===== src/rtl/br_fifo_shared_pop_wrr_arbiter.sv =====
// Weighted round-robin grant per read port with chaining; BR_FIFO_SHARED_POP_WRR_ARB_WEIGHTS_EN builds burst weights.
// Latency: grant/can_grant are combinational; ptr/used update on the clk edge after an enabled grant.
// Backpressure: no grant is made or committed while rst is high; state moves only when enable_priority_update is set.
module br_fifo_shared_pop_wrr_arbiter #(
    parameter int NumReadPorts = 1,
    parameter int NumFifos = 2,
    parameter int MaxWeight = 4,
    localparam int FifoIdWidth = (NumFifos > 1) ? $clog2(NumFifos) : 1,
    localparam int WeightWidth = $clog2(MaxWeight + 1)
) (
    input  logic                                    clk,
    input  logic                                    rst,
    input  logic [NumFifos-1:0][WeightWidth-1:0]    weight,
    input  logic [NumReadPorts-1:0][NumFifos-1:0]   request,
    output logic [NumReadPorts-1:0][NumFifos-1:0]   grant,
    output logic [NumReadPorts-1:0][NumFifos-1:0]   can_grant,
    input  logic [NumReadPorts-1:0]                 enable_priority_update
);

    // Position of idx in the search order that starts at base.
    function automatic int search_dist(input int idx, input int base);
        return (idx >= base) ? (idx - base) : (idx + NumFifos - base);
    endfunction

    logic [NumReadPorts-1:0][FifoIdWidth-1:0] ptr;
    logic [NumReadPorts-1:0][FifoIdWidth-1:0] ptr_nxt;
    logic [NumReadPorts-1:0][NumFifos-1:0]    grant_int;
    logic [NumReadPorts-1:0][NumFifos-1:0]    can_int;
    logic [NumFifos-1:0]                      taken;
    logic [NumFifos-1:0]                      eff_req;
    logic                                     blk_req;
    logic                                     blk_free;
    logic [FifoIdWidth-1:0]                   g_idx;
    logic [FifoIdWidth-1:0]                   g_inc;

    // Ports are resolved in order; a FIFO granted on a lower port is invisible to higher ones.
    always_comb begin
        taken     = '0;
        eff_req   = '0;
        blk_req   = 1'b0;
        blk_free  = 1'b0;
        grant_int = '0;
        can_int   = '0;
        for (int p = 0; p < NumReadPorts; p++) begin
            eff_req = request[p] & ~taken;
            for (int f = 0; f < NumFifos; f++) begin
                blk_req  = 1'b0;
                blk_free = 1'b0;
                for (int j = 0; j < NumFifos; j++) begin
                    if (search_dist(j, int'(ptr[p])) < search_dist(f, int'(ptr[p]))) begin
                        if (eff_req[j]) blk_req = 1'b1;
                        if (!taken[j]) blk_free = 1'b1;
                    end
                end
                // With nothing requesting, only the first free FIFO in search order is offered.
                can_int[p][f] = !taken[f] && !((eff_req != '0) ? blk_req : blk_free);
            end
            grant_int[p] = can_int[p] & eff_req;
            taken        = taken | grant_int[p];
        end
    end

    assign grant     = rst ? '0 : grant_int;
    assign can_grant = rst ? '0 : can_int;

`ifdef BR_FIFO_SHARED_POP_WRR_ARB_WEIGHTS_EN
    logic [NumReadPorts-1:0][WeightWidth-1:0] used;
    logic [NumReadPorts-1:0][WeightWidth-1:0] used_nxt;
    logic [NumFifos-1:0][WeightWidth-1:0]     w_eff;
    logic [WeightWidth-1:0]                   g_weight;
    logic [WeightWidth:0]                     used_inc;

    always_comb begin
        w_eff = '0;
        for (int f = 0; f < NumFifos; f++) begin
            w_eff[f] = (weight[f] == '0) ? WeightWidth'(1) : weight[f];
        end
    end
`else
    logic unused_weight;
    assign unused_weight = ^weight;
`endif

    always_comb begin
        ptr_nxt = ptr;
        g_idx   = '0;
        g_inc   = '0;
`ifdef BR_FIFO_SHARED_POP_WRR_ARB_WEIGHTS_EN
        used_nxt = used;
        g_weight = '0;
        used_inc = '0;
`endif
        for (int p = 0; p < NumReadPorts; p++) begin
            g_idx = '0;
            for (int f = 0; f < NumFifos; f++) begin
                if (grant_int[p][f]) g_idx = FifoIdWidth'(f);
            end
            g_inc = (int'(g_idx) == NumFifos - 1) ? '0 : g_idx + 1'b1;
            if (enable_priority_update[p] && (grant_int[p] != '0)) begin
`ifdef BR_FIFO_SHARED_POP_WRR_ARB_WEIGHTS_EN
                g_weight = w_eff[g_idx];
                used_inc = {1'b0, used[p]} + 1'b1;
                if (g_idx == ptr[p]) begin
                    // A shrunken weight can leave used at or above it; that rotates here.
                    if (used_inc < {1'b0, g_weight}) begin
                        used_nxt[p] = used_inc[WeightWidth-1:0];
                    end else begin
                        ptr_nxt[p]  = g_inc;
                        used_nxt[p] = '0;
                    end
                end else if (g_weight > WeightWidth'(1)) begin
                    ptr_nxt[p]  = g_idx;
                    used_nxt[p] = WeightWidth'(1);
                end else begin
                    ptr_nxt[p]  = g_inc;
                    used_nxt[p] = '0;
                end
`else
                ptr_nxt[p] = g_inc;
`endif
            end
        end
    end

    always_ff @(posedge clk) begin
        if (rst) begin
            ptr <= '0;
`ifdef BR_FIFO_SHARED_POP_WRR_ARB_WEIGHTS_EN
            used <= '0;
`endif
        end else begin
            ptr <= ptr_nxt;
`ifdef BR_FIFO_SHARED_POP_WRR_ARB_WEIGHTS_EN
            used <= used_nxt;
`endif
        end
    end

endmodule


===== config.mk =====
export PLATFORM = sky130hd
export DESIGN_NAME = br_fifo_shared_pop_wrr_arbiter
export DESIGN_NICKNAME = d
export VERILOG_FILES = /design/src/rtl/br_fifo_shared_pop_wrr_arbiter.sv
export SDC_FILE = /design/constraint.sdc
export NUM_CORES = 1
export LEC_CHECK = 0
export BUFFER_PORTS_ARGS = -buffer_cell sky130_fd_sc_hd__clkbuf_2
export CAP_MARGIN = 20
export CELL_PAD_IN_SITES_DETAIL_PLACEMENT = 0
export CELL_PAD_IN_SITES_GLOBAL_PLACEMENT = 2
export CORE_AREA = 3 3 40 42
export DETAILED_ROUTE_END_ITERATION = 16
export DIE_AREA = 0 0 43 45
export PLACE_DENSITY = 0.55
export SETUP_SLACK_MARGIN = 0.15
export SLEW_MARGIN = 20
export SYNTH_ARGS = -nofsm -noshare
export SYNTH_HDL_FRONTEND = slang
export SYNTH_SLANG_ARGS = --single-unit

===== constraint.sdc =====
create_clock -name clk -period 1.25 [get_ports clk]
set_clock_uncertainty 0.15 [all_clocks]
set_input_delay 0 -clock clk [delete_from_list [all_inputs] [get_ports clk]]
set_output_delay 0 -clock clk [all_outputs]
set_load 0.05 [all_outputs]

==> results.sh, run 1 <==
export IMPL_top_regs="ptr: 1 flops"
export IMPL_io_pins=15
export IMPL_setup_violations=0
export IMPL_outcome="complete, no violations"
export IMPL_ant_nets=0
export IMPL_drive_gt1_share_pct=57.1
export IMPL_worstSetupEndpoint="grant[1]"
export IMPL_port_buffer_count=8
export IMPL_end_kind="output port"
export IMPL_synth_seq_cells=1
export IMPL_maxSlewViolCount=0
export IMPL_grt_max_degree=6
export IMPL_die_y_um=45
export IMPL_core_um2=1280
export IMPL_clk_pin_slew_ps=0
export IMPL_power_density_nw_per_um2=629
export IMPL_yosys_warnings=0
export IMPL_relSlewSlack_pct=81.4
export IMPL_finalNetCount=34
export IMPL_rsz0062_at_grt="false"
export IMPL_rr_worst_depth=2
export IMPL_cp_start_kind="flip-flop"
export IMPL_tightest_slew_ps=281
export IMPL_hold_viol_final=0
export IMPL_grt_overflow_total=0
export IMPL_p_leak_nw=0.0749
export IMPL_ys_types=8
export IMPL_period_share_pct=82.3
export IMPL_viasPerCell=3.17
export IMPL_hold_ws_ps=106
export IMPL_worstReg2RegEnd="ptr$_SDFFE_PP0P_"
export IMPL_dieArea_um2=1940
export IMPL_crit_type="flip-flop to output port"
export IMPL_arrival_ps=880
export IMPL_vdd_ir_drop_max_uv=242
export IMPL_hold_start="rst"
export IMPL_crit_fanout=5
export IMPL_initial_core_util_pct=7.40
export IMPL_via_count=114
export IMPL_post_drt_wl_per_cell_um=8.11
export IMPL_grt_pass1_wl_um=510
export IMPL_fin_util_pct=13.2
export IMPL_drt_pre_antenna_iters=3
export IMPL_total_power_mw=0.107
export IMPL_cts_setup_buffers=0
export IMPL_worstPathRequired_ps=1100
export IMPL_finalSetupTns_ps=0
export IMPL_placementRows=13
export IMPL_hp_class="primary input to flip-flop"
export IMPL_drv_cap=0
export IMPL_r2r_start="ptr$_SDFFE_PP0P_"
export IMPL_antenna_found_initial=0
export IMPL_crit_path_start="ptr$_SDFFE_PP0P_"
export IMPL_grt_usage_pct=3.24
export IMPL_grt_pass1_vias=119
export IMPL_registers_top_by_ff_count="ptr"
export IMPL_area_growth_syn_to_layout_pct=78.9
export IMPL_synthCells=13
export IMPL_largest_reg_flops=1
export IMPL_drcViolationCount=0
export IMPL_gp_congestion=0.619
export IMPL_cts_hold_buf=0
export IMPL_finalCriticalPeriod_ps=1030
export IMPL_n_antenna_cell=0
export IMPL_yosysSeqAreaShare_pct=21.1
export IMPL_synth_net_count=24
export IMPL_syn_area_per_cell_um2=7.31
export IMPL_fillCellCount=146
export IMPL_rrSetupSlack_ps=310
export IMPL_max_freq_mhz=972
export IMPL_wirelength_um=292
export IMPL_drt_iter0_markers=1
export IMPL_die_x_um=43
export IMPL_syn_area_um2=95.1
export IMPL_clk_latency_ps=0
[worst max-delay path: stages, from the launching register on]
cell and delay, ps:
dfxtp_1 370, inv_1 90, a211oi_2 180, buf_4 230
[per-layer routing]
layer	vias up	GRT usage [%]	part of all wire, %
met1	44	5.49	61
met2	9	3.59	23
li1	61	-	-
met5	-	0	0
met4	0	0	0
met3	0	1.59	16
[final cells by class]
| class | count | area, um2 | area share [%] |
|---|---|---|---|
| Timing Repair Buffer | 8 | 42.5 | 25.0 |
| Tap cell | 15 | 18.8 | 11.0 |
| Sequential cell | 1 | 20.0 | 11.8 |
| Multi-Input combinational cell | 9 | 77.6 | 45.6 |
| Inverter | 3 | 11.3 | 6.62 |
[synth_stat cells, drive strengths merged]
master | count | share of area (%)
a211oi | 2 | 16
a21bo | 1 | 11
a21oi | 3 | 20
dfxtp | 1 | 21
inv | 3 | 12
nand2b | 2 | 13
nand3b | 1 | 7.9
[worst min-delay path by stage]
stage	endpoint	slack [ps]	cells past startpoint
floorplan	ptr$_SDFFE_PP0P_	-90	1
global placement	ptr$_SDFFE_PP0P_	110	2
detailed placement	ptr$_SDFFE_PP0P_	110	2
CTS	ptr$_SDFFE_PP0P_	110	2
global route	ptr$_SDFFE_PP0P_	120	2
finish	ptr$_SDFFE_PP0P_	110	2
[cells in the final DEF, fill, tap and decap left out]
cell type,instances
a211oi_2,2
clkbuf_2,7
nand2b_1,2
dfxtp_1,1
buf_4,1
inv_1,3
a21oi_1,1
nand3b_1,1
a21oi_2,2
a21bo_1,1
[report_power, final]
part	leakage (nW)	switching [mW]	total (mW)	internal [mW]
combinational	0.0666	0.0486	0.0696	0.0210
clock	0	0	0	0
sequential	0.00824	0.00260	0.0373	0.0347
[stage by stage]
stage / cells / worst slack (ps) / area (um2)
finish: 36 / 222 / 170
CTS: 36 / 194 / 170
floorplan: 13 / -46.0 / 109
global route: 36 / 164 / 170
detailed placement: 36 / 146 / 168
global placement: 36 / 147 / 168
[logic make-up (layout without fill, tap and decap cells)]
family / count (synthesis) / after routing / share of synthesized area [%]
AO/OA/AOI/OAI: 6 / 6 / 46.1
AND/OR/NAND/NOR: 3 / 3 / 21.1
flip-flops: 1 / 1 / 21.1
buffers and inverters: 3 / 11 / 11.8
[timing repair]
action / 4_1_cts / 5_1_grt
gates resized for setup: 1 / 1
endpoints found under the setup margin: 1 / 1
hold endpoints to repair: 0 / 0
No activity file was read; power rests on OpenSTA's default activity.
==> run 2, diff against run 1 <==
- ABC_AREA: default -> 1
- PLACE_DENSITY: 0.55 -> 0.64
- clock period: 1.25 -> 0.9 ns (I/O delays scaled with it)
==> run 2 against run 1 <==
The flow now finishes with violations (setup timing). Setup slack got worse by 250 ps. Register-to-register slack got worse by 320 ps. Final cell count grew 36%. First-iteration DRC count did not move. Die area unchanged. Highest routed layer unchanged.
==> results.sh, run 2 <==
export IMPL_tightest_slew_ps=188
export IMPL_area_growth_syn_to_layout_pct=188
export IMPL_die_y_um=45
export IMPL_layout_setup_ws_ps=-27.9
export IMPL_clk_latency_ps=0
export IMPL_drive_gt1_share_pct=82.4
export IMPL_crit_type="flip-flop to output port"
export IMPL_final_area_um2=307
export IMPL_cts_setup_buffers=0
export IMPL_placementRows=13
export IMPL_gp_congestion=0.693
export IMPL_grt_overflow_total=0
export IMPL_ys_types=7
export IMPL_die_x_um=43
export IMPL_place_area_um2=264
export IMPL_highest_layer="met3"
export IMPL_route_met2_wl_um=141
export IMPL_synth_top_area_share_pct=21.2
export IMPL_synth_seq_cells=1
export IMPL_syn_area_um2=106
export IMPL_worstReg2RegEnd="ptr$_SDFFE_PP0P_"
export IMPL_top_regs="ptr: 1 flops"
export IMPL_post_drt_wl_per_cell_um=6.80
export IMPL_registers_top_by_ff_count="ptr"
export IMPL_met1_length_um=164
export IMPL_syn_area_per_cell_um2=5.06
export IMPL_crit_path_start="ptr$_SDFFE_PP0P_"
export IMPL_dieArea_um2=1940
export IMPL_yosysMostFrequentCell="nand2_1"
export IMPL_mostFrequentLayoutCell="nand2_2"
export IMPL_yosysSeqAreaShare_pct=18.8
export IMPL_grt_pass1_wl_um=676
export IMPL_finalNetCount=47
export IMPL_viasPerCell=3.27
export IMPL_intPower_mw=0.133
export IMPL_pwr_share_seq_pct=22.5
export IMPL_hpwlAfterDp_um=290
export IMPL_dp_cells=49
export IMPL_cp_start_kind="flip-flop"
export IMPL_slowest_delay_ps=330
export IMPL_worstSetupEndpoint="can_grant[1]"
export IMPL_grt_max_degree=6
export IMPL_p_comb_share_pct=77.5
export IMPL_drv_cap=0
export IMPL_io_pins=15
export IMPL_cp_slowest_cell="dfxtp_2"
export IMPL_relSlewSlack_pct=87.5
export IMPL_hold_ws_ps=130
export IMPL_ys_async_sr_fraction_pct=0
export IMPL_p_leak_nw=0.141
export IMPL_n_antenna_cell=0
export IMPL_ys_flop_type="dfxtp_1"
export IMPL_period_share_pct=103
export IMPL_rr_worst_depth=5
export IMPL_crit_fanout=4
export IMPL_max_freq_mhz=1080
export IMPL_ant_nets=0
export IMPL_rsz0062_at_grt="true"
export IMPL_outcome="finished, violations left"
export IMPL_synth_area_leaders="nand2_1 (21%), dfxtp_1 (19%), inv_1 (18%)"
export IMPL_antenna_found_initial=0
export IMPL_core_um2=1280
export IMPL_drt_iter0_markers=1
export IMPL_fin_cells=49
export IMPL_final_cell_mix="nand2_2 (6), clkbuf_2 (4), buf_4 (4), inv_1 (3)"
export IMPL_vdd_ir_drop_max_uv=209
export IMPL_drt_pre_antenna_iters=2
export IMPL_fillCellCount=153
export IMPL_largest_reg_flops=1
export IMPL_switching_share_pct=43.7
export IMPL_port_buffer_count=8
export IMPL_power_density_nw_per_um2=768
export IMPL_via_count=160
export IMPL_wirelength_um=333
export IMPL_synth_common_cells="nand2_1 (6), inv_1 (5), a21oi_1 (3), nor2_1 (3), nand2_2 (2)"
export IMPL_drcViolationCount=0
export IMPL_grt_pass1_vias=182
export IMPL_maxSlewViolCount=0
export IMPL_wl_met3_um=27
export IMPL_share_clk_of_total_power_pct=0
export IMPL_arrival_ps=780
export IMPL_power_switching_mw=0.103
export IMPL_setup_violations=3
export IMPL_rrSetupSlack_ps=-10
export IMPL_finalSetupTns_ps=-43.8
export IMPL_hold_viol_final=0
export IMPL_violations="setup timing"
export IMPL_synthCells=21
export IMPL_finalCriticalPeriod_ps=928
export IMPL_end_kind="output port"
export IMPL_cts_hold_buf=0
export IMPL_hp_class="primary input to flip-flop"
export IMPL_yosys_warnings=0
export IMPL_critical_path_cell_chain="inv_4 -> buf_6 -> a21oi_4 -> buf_12"
export IMPL_worstPathRequired_ps=750
export IMPL_r2r_start="ptr$_SDFFE_PP0P_"
export IMPL_synth_net_count=32
export IMPL_clk_pin_slew_ps=0
export IMPL_synth_top_cell_by_area="nand2_1"
export IMPL_grt_usage_pct=4.15
export IMPL_synth_edf_count=0
export IMPL_initial_core_util_pct=8.28
run 2: what timing repair did:
item | 4_1_cts | 5_1_grt
endpoints found under the setup margin | 5 | 5
pin swaps | 5 | 1
endpoints found under the hold margin | 0 | 0
resized for setup | 7 | 6
run 2: worst min-delay path by stage:
stage	startpoint	end	depth (start not counted)
after floorplan	rst	can_grant[1]	1
after global placement	enable_priority_update	ptr$_SDFFE_PP0P_	4
after detailed placement	enable_priority_update	ptr$_SDFFE_PP0P_	4
after CTS	enable_priority_update	ptr$_SDFFE_PP0P_	4
after global routing	enable_priority_update	ptr$_SDFFE_PP0P_	4
final	enable_priority_update	ptr$_SDFFE_PP0P_	4
run 2: final cells by class:
class                   instances  area (um2)  share of cell area [%]
multi-input cells              15         111                    36.3
repair buffers                 13         130                    42.4
inverters                       5        25.0                    8.16
well taps                      15        18.8                    6.12
flip-flops and latches          1        21.3                    6.94
run 2: kinds of logic (layout without fill, tap and decap cells):
kind of cell	after synthesis	after routing	synth area share, %
AOI/OAI and AO/OA	3	3	14.1
DFF	1	1	18.8
buffers and inverters	5	18	17.6
and+or+nand+nor	12	12	49.4
run 2: stage by stage:
stage	total power, mW	worst slack [ps]	util [%]
after detailed placement	0.212	-100	20.5
after global placement	0.211	-93.2	20.5
final	0.235	-27.9	23.9
after CTS	0.227	-21.5	22.6
after floorplan	0.137	-15.1	-
after global routing	0.250	-65.1	23.9
run 2: power groups by stage:
stage          registers, mW  logic, mW  clock network (mW)
6_report              0.0530      0.182                   0
5_1_grt               0.0537      0.196                   0
3_3_place_gp          0.0511      0.160                   0
4_1_cts               0.0525      0.174                   0
3_5_place_dp          0.0512      0.161                   0
2_1_floorplan         0.0509     0.0857                   0
run 2: routing by layer:
layer,up-vias,global-route usage (%)
met5,-,0
met2,7,6.89
met4,0,0
met3,0,0
met1,66,6.44
li1,87,-
run 2: worst max-delay path: cells and delay by family, from the launching register on:
family / cells / cell delay, ps
buffers and inverters: 3 / 310
AO/OA/AOI/OAI: 1 / 130
flip-flops: 1 / 330
